--- config.mk ---
export PLATFORM = sky130hd
export DESIGN_NAME = vga_timing_gen
export DESIGN_NICKNAME = d
export VERILOG_FILES = /design/src/rtl/vga_timing_pkg.sv /design/src/rtl/vga_timing_gen_delay_line.sv /design/src/rtl/vga_timing_gen.sv
export SDC_FILE = /design/constraint.sdc
export NUM_CORES = 1
export LEC_CHECK = 0
export CORE_AREA = 2 2 66 68
export CTS_CLUSTER_SIZE = 12
export DETAILED_ROUTE_END_ITERATION = 12
export DIE_AREA = 0 0 68 70
export PLACE_DENSITY = 0.75
export SLEW_MARGIN = 20
export SYNTH_ARGS = -nofsm -noshare
export SYNTH_HDL_FRONTEND = slang
export SYNTH_SLANG_ARGS = --single-unit
--- constraint.sdc ---
create_clock -name vga_clk -period 2.88 [get_ports vga_clk]
set_input_delay 0.576 -clock vga_clk [delete_from_list [all_inputs] [get_ports vga_clk]]
set_output_delay 0.576 -clock vga_clk [all_outputs]
set_load 0.005 [all_outputs]
--- src/rtl/vga_timing_pkg.sv ---
// Shared VGA timing constants and helpers, reused by the timing generator,
// sprite and framebuffer blocks.
package vga_timing_pkg;

  localparam int unsigned COORD_W = 10;

  localparam int unsigned H_VISIBLE_DEF = 640;
  localparam int unsigned H_FP_DEF      = 16;
  localparam int unsigned H_SYNC_DEF    = 96;
  localparam int unsigned H_BP_DEF      = 48;

  localparam int unsigned V_VISIBLE_DEF = 480;
  localparam int unsigned V_FP_DEF      = 10;
  localparam int unsigned V_SYNC_DEF    = 2;
  localparam int unsigned V_BP_DEF      = 33;

  localparam int unsigned PIPE_DLY_DEF  = 2;

  // Total period of one axis: visible region plus both porches and the sync.
  function automatic int unsigned span_total(input int unsigned vis, input int unsigned fp,
                                             input int unsigned sync, input int unsigned bp);
    return vis + fp + sync + bp;
  endfunction

  localparam int unsigned H_TOTAL_DEF = span_total(H_VISIBLE_DEF, H_FP_DEF, H_SYNC_DEF, H_BP_DEF);
  localparam int unsigned V_TOTAL_DEF = span_total(V_VISIBLE_DEF, V_FP_DEF, V_SYNC_DEF, V_BP_DEF);

  typedef logic [COORD_W-1:0] coord_t;

  typedef struct packed {
    logic hs_n;
    logic vs_n;
    logic blank;
  } sync_bundle_t;

  // Syncs inactive (high) and colour disabled.
  localparam sync_bundle_t SYNC_IDLE = '{hs_n: 1'b1, vs_n: 1'b1, blank: 1'b0};

endpackage

--- src/rtl/vga_timing_gen_delay_line.sv ---
// Fixed-depth register shift line with synchronous active-low reset to a
// caller-supplied value; depth 0 degenerates to a wire.
module delay_line #(
  parameter int WIDTH = 1,
  parameter int DEPTH = 2
) (
  input  logic             clk_i,
  input  logic             rst_ni,
  input  logic [WIDTH-1:0] rst_val_i,
  input  logic [WIDTH-1:0] d_i,
  output logic [WIDTH-1:0] q_o
);

  if (DEPTH == 0) begin : g_wire
    logic unused_s;
    assign unused_s = ^{clk_i, rst_ni, rst_val_i};
    assign q_o      = d_i;
  end else begin : g_regs
    logic [WIDTH-1:0] stage_q [DEPTH];

    always_ff @(posedge clk_i) begin
      if (!rst_ni) begin
        for (int i = 0; i < DEPTH; i++) begin
          stage_q[i] <= rst_val_i;
        end
      end else begin
        stage_q[0] <= d_i;
        for (int i = 1; i < DEPTH; i++) begin
          stage_q[i] <= stage_q[i-1];
        end
      end
    end

    assign q_o = stage_q[DEPTH-1];
  end

endmodule

--- src/rtl/vga_timing_gen.sv ---
// VGA raster timing: pixel/line counters, colour-enable decode, and syncs
// delayed to line up with a ROM-plus-register colour path downstream.
module vga_timing_gen
  import vga_timing_pkg::*;
#(
  parameter int unsigned H_VISIBLE = H_VISIBLE_DEF,
  parameter int unsigned H_FP      = H_FP_DEF,
  parameter int unsigned H_SYNC    = H_SYNC_DEF,
  parameter int unsigned H_BP      = H_BP_DEF,
  parameter int unsigned V_VISIBLE = V_VISIBLE_DEF,
  parameter int unsigned V_FP      = V_FP_DEF,
  parameter int unsigned V_SYNC    = V_SYNC_DEF,
  parameter int unsigned V_BP      = V_BP_DEF,
  parameter int unsigned PIPE_DLY  = PIPE_DLY_DEF
) (
  input  logic       vga_clk,
  input  logic       reset_n,
  output logic [9:0] DrawX,
  output logic [9:0] DrawY,
  output logic       blank,
  output logic       hs,
  output logic       vs,
  output logic       blank_d,
  output logic       line_start,
  output logic       frame_start,
  output logic [7:0] frame_cnt
);

  localparam int unsigned H_TOTAL = span_total(H_VISIBLE, H_FP, H_SYNC, H_BP);
  localparam int unsigned V_TOTAL = span_total(V_VISIBLE, V_FP, V_SYNC, V_BP);

  localparam coord_t H_LAST   = coord_t'(H_TOTAL - 1);
  localparam coord_t V_LAST   = coord_t'(V_TOTAL - 1);
  localparam coord_t H_VIS    = coord_t'(H_VISIBLE);
  localparam coord_t V_VIS    = coord_t'(V_VISIBLE);
  localparam coord_t HS_START = coord_t'(H_VISIBLE + H_FP);
  localparam coord_t HS_END   = coord_t'(H_VISIBLE + H_FP + H_SYNC);
  localparam coord_t VS_START = coord_t'(V_VISIBLE + V_FP);
  localparam coord_t VS_END   = coord_t'(V_VISIBLE + V_FP + V_SYNC);

  coord_t       x_q, x_d;
  coord_t       y_q, y_d;
  logic [7:0]   frame_q, frame_d;
  sync_bundle_t raw_s;
  sync_bundle_t dly_s;

  // Raster advance: the line wrap carries into the row, the frame wrap into frame_cnt.
  always_comb begin
    x_d     = x_q;
    y_d     = y_q;
    frame_d = frame_q;
    if (x_q == H_LAST) begin
      x_d = 10'd0;
      if (y_q == V_LAST) begin
        y_d     = 10'd0;
        frame_d = frame_q + 8'd1;
      end else begin
        y_d = y_q + 10'd1;
      end
    end else begin
      x_d = x_q + 10'd1;
    end
  end

  always_ff @(posedge vga_clk) begin
    if (!reset_n) begin
      x_q     <= 10'd0;
      y_q     <= 10'd0;
      frame_q <= 8'd0;
    end else begin
      x_q     <= x_d;
      y_q     <= y_d;
      frame_q <= frame_d;
    end
  end

  assign blank = (x_q < H_VIS) && (y_q < V_VIS);

  always_comb begin
    raw_s       = SYNC_IDLE;
    raw_s.hs_n  = !((x_q >= HS_START) && (x_q < HS_END));
    raw_s.vs_n  = !((y_q >= VS_START) && (y_q < VS_END));
    raw_s.blank = blank;
  end

  // Reset loads every stage idle, so a sync in flight is cut off at the reset edge.
  delay_line #(
    .WIDTH($bits(sync_bundle_t)),
    .DEPTH(int'(PIPE_DLY))
  ) u_sync_dly (
    .clk_i     (vga_clk),
    .rst_ni    (reset_n),
    .rst_val_i (SYNC_IDLE),
    .d_i       (raw_s),
    .q_o       (dly_s)
  );

  assign hs          = dly_s.hs_n;
  assign vs          = dly_s.vs_n;
  assign blank_d     = dly_s.blank;
  assign line_start  = (x_q == 10'd0);
  assign frame_start = (x_q == 10'd0) && (y_q == 10'd0);
  assign DrawX       = x_q;
  assign DrawY       = y_q;
  assign frame_cnt   = frame_q;

endmodule
Word-level counts from Yosys, hierarchy flattened
Memories as Yosys holds them, arrays and structs flattened.
Cells that the tools add are included.
Cells by class
  $add $sub $neg: 3
  magnitude comparators: 6
  equality and inequality tests: 2
  multiplexer cells: 5
  bitwise gates (word level): 3
  reductions and logical operators: 10
Operators with widths (count)
  $add A10 B1 Y10 const B: 2
  $eq A10 B10 Y1 const B: 2
  $logic_not A10 Y1: 2
  $lt A10 B10 Y1 const B: 2
  $lt A10 B9 Y1 const B: 2
  $ge A10 B10 Y1 const B: 1
  $ge A10 B9 Y1 const B: 1
  $mux W10: 1
  $add A8 B1 Y8 const B: 1
  $mux W3: 2
  $logic_and A1 B1 Y1: 4
  $logic_not A1 Y1: 2
  $mux W1: 2
  $or A1 B1 Y1: 2
  $reduce_and A2 Y1: 1
  $reduce_or A2 Y1: 1
  $not A1 Y1: 1
Word-level totals
  register bits after elaboration: 28
  memory bits (writable): 6
  output and inout bits: 34
  logic and storage cells: 33
  memories kept: 1
Memories
  u_sync_dly.g_regs.stage_q: words 2, bits a word 3, rd ports 2, clocked after Yosys merged registers in 0, wr ports 2, line vga_timing_gen_delay_line.sv:19  | logic [WIDTH-1:0] stage_q [DEPTH];

Logic depth before layout (Yosys ltp)
Gate-level depths: netlist of run 1.
  depth after elaboration: 4
  gate-level depth with buffers: 7
  depth with buffers taken out: 6

Modules after synthesis
A second synthesis of run 1 with hierarchy kept.
Unflattened totals
  cells, all modules: 197
  area total of the unflattened synthesis: 1754.2 um2
Modules (own cells, without submodules)
  vga_timing_gen: instances 1, cells an instance 181, area an instance 1510.2 um2, sequential area each 560.5 um2
  delay_line: instances 1, cells an instance 16, area an instance 244.0 um2, sequential area each 120.1 um2

Least setup slack after synthesis of run 1
No wires, ideal clock.
  path type: reg2reg
  start point: register x_q[0], in the netlist DrawX[0]
  end point: register y_q[8], in the netlist DrawY[8]
  arrival time: 2373 ps
  required time: 2808 ps
  slack: 434 ps
  cell stages (with the launch flop): 7
  path buffers: 1
  clock period less this slack: 2446 ps
  path through: dfxtp_1 > ha_1 > or4b_4 > or4_4 > buf_6 > or4_1 > a21oi_1
Between the ends
  longest elaborated chain between the ends: 1
RTL lines
  from (decl): line vga_timing_gen.sv:41  | coord_t x_q, x_d;
  from (signal assigned): line vga_timing_gen.sv:67  | x_q <= 10'd0;
  from (signal assigned): line vga_timing_gen.sv:71  | x_q <= x_d;
  $eq A10 B10 Y1: line vga_timing_gen.sv:52  | if (x_q == H_LAST) begin
  to (signal assigned): line vga_timing_gen.sv:72  | y_q <= y_d;
  to (decl): line vga_timing_gen.sv:42  | coord_t y_q, y_d;
Every way passes these cells.
A chain may end at the register's enable or synchronous reset.

Final worst setup path of run 1
  start point: register x_q[7], in the netlist DrawX[7]
  end point: output frame_start
Between the ends
  longest elaborated chain between the ends: 2
RTL lines
  $logic_not A10 Y1: line vga_timing_gen.sv:102  | assign frame_start = (x_q == 10'd0) && (y_q == 10'd0);
  $logic_and A1 B1 Y1: line vga_timing_gen.sv:102
  to (decl): line vga_timing_gen.sv:25  | output logic frame_start,
Every way passes these cells.

==> results.ini, run 1 <==
[sta]
fin_tns_setup_ns = 0
slew_headroom_pct = 60.87
hold_viol = 0
finalClockSkew_ns = 0.003856
timing.hold.ws_ns = 0.4054
setup_viol = 0
rsz0062_at_grt = false
period_share_pct = 99.20
worst_slew_pin_slew_ns = 0.5816
max_freq_ghz = 0.3500
timing.final.crit_period_ns = 2.857
maxSlewViolCount = 0

[clock_network]
insertion_delay_ns = 0.28
cts_max_path_buffers = 2
path_clk_slew_ns = 0.07
cts_root_buf = clkbuf_8
cts_tree = yes
cts.htree.levels = 2
cts.sinks = 34
cts_buffers = 5

[logic_synthesis]
synth_area_leader_cell = dfxtp_1
post_synth_and_or_nand_nor_area_fraction_pct = 31.26
synth_warnings = 0
async_reset_ff_share_pct = 0
synth_top_family_by_area = simple AND/OR/NAND/NOR gates
synth_edf_count = 0
postSynthCellCount = 183
ys_seq_area_share_pct = 43.38
yosys-top-cells-area = dfxtp_1 (43%), or4_1 (5.3%), a21oi_1 (4.5%), nand3_1 (4.5%), nor2_1 (4.3%)
synth_xor_area_share_pct = 5.582
synth.most_common_cell = dfxtp_1
synth_mux_area_share_pct = 1.276
yosys.area.top_type_share_pct = 43.38
synth_common_cells = dfxtp_1 (34), nor2_1 (18), a21oi_1 (14), nand2_1 (14), nand3_1 (14)
syn_area_sq_mm = 0.001569
synth_fp_nets = 190
synthFlopType = dfxtp_1
synth_compound_area_share_pct = 10.69
synth-seq-cells = 34
synth_fa_ha_area_share_pct = 3.987
synth.distinct_cells = 28
syn_avg_cell_area_sq_um = 8.574

[placed_design]
gp_congestion = 0.8556
place_area_sq_mm = 0.001958
portBuffers = 35
place_hpwl_mm = 2.509

[floorplan]
die_x_microns = 68
die-height_microns = 70
die_area_sq_mm = 0.004760
row_count = 24
pin_count = 36
core_sq_mm = 0.004144
initial_utilization_pct = 37.86

[cells_and_area]
drive_above_1_share_pct = 5.909
syn_to_final_growth_pct = 31.90
fillers = 400
seq_area_sq_um = 681.9
fin_area_sq_mm = 0.002069
insertedDiodeCount = 0
multiInputGateArea_sq_um = 847.1
nets = 226

[detailed_routing]
avgViaCountPerCell = 5.313
dr_total_vias = 1445
post_drt_wl_per_cell_microns = 13.36
drt_iter0_markers = 102
drt_first_pass_iters = 4
route.detailed.drc = 0
drt_wl_total_mm = 3.635
ant_nets = 0

[status]
outcome = completed

[global_routing]
grt_pass1_wl_mm = 5.851
overflow = 0
antenna_found_initial = 0
grt_max_degree = 25
grt_util_all_layers_pct = 16.03
grt_pass1_vias = 1237

[critical_path]
crit_type = register to primary output
critPathMaxFanout = 8
endpoint_kind = primary output
critPathMaxStageDelay_ns = 0.56
crit_chain = or4_4, nor4_4, and3_1, clkdlybuf4s50_1
r2r-start = DrawX[0]$_SDFF_PP0_
cp.required_ns = 2.30
cp_slowest_cell = or4_4
crit_path_start_kind = register
setup.worst_path.start = DrawX[7]$_SDFF_PP0_
cp_data_arrival_time_ns = 2.28

[power]
power.density_mw_per_mm2 = 429.2
power_uw = 888.2
ir_drop_mv = 0.2074
p_leak_uw = 0.0006920

[flow_run]
cap_violations = 0

[min_path]
hp-start = u_sync_dly.g_regs.stage_q[0][2]$_SDFF_PN1_
hp-class = register to register

timing repair:
item / CTS / global route
gates resized for setup: 3 / 1
buffers inserted: 0 / 0
setup endpoints to repair: 1 / 1
hold buffers: 0 / 0
hold endpoints to repair: 0 / 0
pin swaps: 1 / 0
cell usage in the layout (no fill, tap or decap), types with 3 or more instances in the layout:
master / synthesis / final
nor4_1: 4 / 3
a21oi_1: 14 / 14
xor2_1: 4 / 4
or4_1: 11 / 10
ha_1: 5 / 5
dfxtp_1: 34 / 33
xnor2_1: 6 / 6
nand2_1: 14 / 14
o21ai_0: 5 / 5
nor2_1: 18 / 18
nand4_1: 4 / 4
nand3_1: 14 / 14
nor3_1: 4 / 4
or3_1: 6 / 6
o31ai_1: 9 / 9
and3_1: 4 / 4
clkbuf_8: 0 / 6
clkdlybuf4s50_1: 0 / 35
inv_1: 7 / 7
worst paths after layout:
| kind | end | slack (ns) | cells after the start |
|---|---|---|---|
| setup / recovery | frame_start | 0.02 | 4 |
| hold / removal | u_sync_dly.g_regs.stage_q[0][5]$_SDFF_PN1_ | 0.41 | 1 |
| setup reg to reg | frame_cnt[7]$_SDFFE_PN0P_ | 0.29 | 5 |
| hold reg to reg | u_sync_dly.g_regs.stage_q[0][5]$_SDFF_PN1_ | 0.41 | 1 |
cells by family (layout without fill, tap and decap cells):
family	count (synthesis)	after routing
compound gates	29	29
simple gates	89	89
xor+xnor	10	10
fa+ha+maj	5	5
buf+inv	14	51
mux	2	2
flops	34	34
area by class of cell:
cell class | count | share of cell area (%)
Timing Repair Buffer | 36 | 17.29
Clock inverter | 1 | 0.2418
Clock buffer | 7 | 4.172
Tap cell | 52 | 3.144
Multi-Input combinational cell | 135 | 40.93
Sequential cell | 34 | 32.95
Inverter | 7 | 1.270
report_power, final:
group	internal (uW)	switching [uW]
clock	193	167
combinational	25.3	21.6
sequential	475	6.94
total	693	195
metal layers:
metal / share of wire, % / global-route usage (%)
met5: 0 / 0
met4: 2.4 / 6.889
met3: 3.8 / 5.314
met2: 46 / 23.19
met1: 48 / 21.49
stage by stage:
stage / setup WS [ns] / util (%) / cells
floorplan: 0.4344 / - / 183
detailed placement: 0.1726 / 47.25 / 264
global route: 0.002641 / 49.94 / 272
global placement: 0.2496 / 47.25 / 264
CTS: 0.01724 / 49.91 / 272
finish: 0.02296 / 49.94 / 272
worst max-delay path, delay by kind of cell, from the launching register on:
family,cells,cell delay (ns)
AND/OR/NAND/NOR,3,1.09
buffers and inverters,1,0.52
flip-flops,1,0.40
flip-flops by register name, summed over array words and instances (netlist names):
register and count:
DrawY 10, u_sync_dly.g_regs.stage_q 6, DrawX 10, frame_cnt 8
No activity file was read; power rests on OpenSTA's default activity.
==> run 2, diff against run 1 <==
CTS_CLUSTER_DIAMETER = 120   (was not set)
==> results of run 2 <==
Final layout, timing and power as in run 1 (identical DEF).
==> run 3, diff against run 2 <==
RECOVER_POWER = 25   (was not set)
==> results.ini, run 3 (synthesis results as in run 1) <==
[cells_and_area]
final_common_cell = dfxtp_1
layout_common_cells = dfxtp_1 (33), clkdlybuf4s50_1 (26), nor2_1 (18)
nets = 226
multiInputGateArea_sq_um = 847.1
drive_above_1_share_pct = 5.909
fillers = 400
seq_area_sq_um = 681.9
insertedDiodeCount = 0
syn_to_final_growth_pct = 31.90

[global_routing]
use_met1_pct = 21.49
grt_util_met3_pct = 5.314
grt_busiest_layer = met2
grt_util_all_layers_pct = 16.03
antenna_found_initial = 0
met2_usage_pct = 23.19
grt_pass1_wl_mm = 5.851
grt_max_degree = 25
overflow = 0
grt_pass1_vias = 1237

[critical_path]
crit_type = register to primary output
setup.worst_path.start = DrawX[7]$_SDFF_PP0_
r2r_setup_slack_ns = 0.29
r2r-start = DrawX[0]$_SDFF_PP0_
cp.required_ns = 2.30
ff2ff_path_depth = 5
critPathMaxFanout = 8
endpoint_kind = primary output
crit_path_start_kind = register
r2r-end = frame_cnt[7]$_SDFFE_PN0P_
cp_data_arrival_time_ns = 2.28
cp-endpoint = frame_start

[detailed_routing]
route.detailed.drc = 0
avgViaCountPerCell = 5.335
drt_first_pass_iters = 4
drt_iter0_markers = 100
dr_total_vias = 1451
ant_nets = 0
post_drt_wl_per_cell_microns = 13.32
drt_wl_total_mm = 3.623

[power]
p_leak_uw = 0.0007060
power_uw = 886.1
power.density_mw_per_mm2 = 428.2
ir_drop_mv = 0.2069

[min_path]
hp-class = register to register

[floorplan]
row_count = 24
pin_count = 36
die_x_microns = 68
die-height_microns = 70
core_sq_mm = 0.004144
initial_utilization_pct = 37.86
die_area_sq_mm = 0.004760

[placed_design]
portBuffers = 35
gp_congestion = 0.8556
place_hpwl_mm = 2.509
preCtsSetupSlack_ns = 0.1726

[sta]
max_freq_ghz = 0.3501
rsz0062_at_grt = false
worst_slew_pin_slew_ns = 0.5845
setup_viol = 0
period_share_pct = 99.17
timing.final.crit_period_ns = 2.856
fin_tns_setup_ns = 0
finalClockSkew_ns = 0.003835
hold_viol = 0
worst_slack_ns = 0.02379
timing.hold.ws_ns = 0.4054
slew_headroom_pct = 60.67
maxSlewViolCount = 0

[clock_network]
cts.sinks = 34
cts_root_buf = clkbuf_8
cts_tree = yes
insertion_delay_ns = 0.28
cts_max_path_buffers = 2
cts.htree.levels = 2
ctsHoldBuffers = 0
postCtsSetupBuffers = 0
cts_buffers = 5
path_clk_slew_ns = 0.07

[flow_run]
cap_violations = 0

[status]
outcome = completed

==> run 3: how the worst min path moves through the flow <==
| stage | from | to | slack, ns | cells after the start |
|---|---|---|---|---|
| floorplan | u_sync_dly.g_regs.stage_q[0][1]$_SDFF_PN1_ | u_sync_dly.g_regs.stage_q[0][4]$_SDFF_PN1_ | 0.39 | 1 |
| global placement | u_sync_dly.g_regs.stage_q[0][2]$_SDFF_PN1_ | u_sync_dly.g_regs.stage_q[0][5]$_SDFF_PN1_ | 0.39 | 1 |
| detailed placement | u_sync_dly.g_regs.stage_q[0][2]$_SDFF_PN1_ | u_sync_dly.g_regs.stage_q[0][5]$_SDFF_PN1_ | 0.39 | 1 |
| CTS | u_sync_dly.g_regs.stage_q[0][2]$_SDFF_PN1_ | u_sync_dly.g_regs.stage_q[0][5]$_SDFF_PN1_ | 0.41 | 1 |
| global route | u_sync_dly.g_regs.stage_q[0][2]$_SDFF_PN1_ | u_sync_dly.g_regs.stage_q[0][5]$_SDFF_PN1_ | 0.42 | 1 |
| finish | u_sync_dly.g_regs.stage_q[0][2]$_SDFF_PN1_ | u_sync_dly.g_regs.stage_q[0][5]$_SDFF_PN1_ | 0.41 | 1 |
==> run 3: metal layers <==
metal  vias to the layer above  part of all wire, %
met3                         8                  3.7
li1                        735                    -
met5                         -                    0
met4                         0                  2.4
met2                        34                   47
met1                       674                   47
==> run 3: area by class of cell <==
type | count | share of cell area (%)
multi-input combinational | 135 | 40.93
timing repair buffer | 36 | 17.29
clock buffer | 7 | 4.172
tap | 52 | 3.144
clock inverter | 1 | 0.2418
sequential | 34 | 32.95
inverter | 7 | 1.270
==> run 3: per-stage QoR <==
stage,cells,instance area (sq um),utilization [%]
CTS,272,2068,49.91
floorplan,183,1569,-
detailed placement,264,1958,47.25
global placement,264,1958,47.25
finish,272,2069,49.94
global route,272,2069,49.94
==> run 3: repair_timing <==
item / 4_1_cts / 5_1_grt
endpoints found under the setup margin: 1 / 1
pin swaps: 1 / 0
gates resized for setup: 3 / 1
==> run 3: power breakdown <==
part / switching (uW) / leakage (uW) / internal (uW) / total [uW]
logic: 21.6 / 0.000382 / 24.8 / 46.4
registers: 6.90 / 0.000276 / 475 / 482
clock network: 165 / 0.0000482 / 193 / 358
==> run 3: worst max-delay path: stages (launching register included) <==
cell and delay (ns):
dfxtp_1 0.40, or4_4 0.56, nor4_4 0.28, and3_1 0.25, clkdlybuf4s50_1 0.52
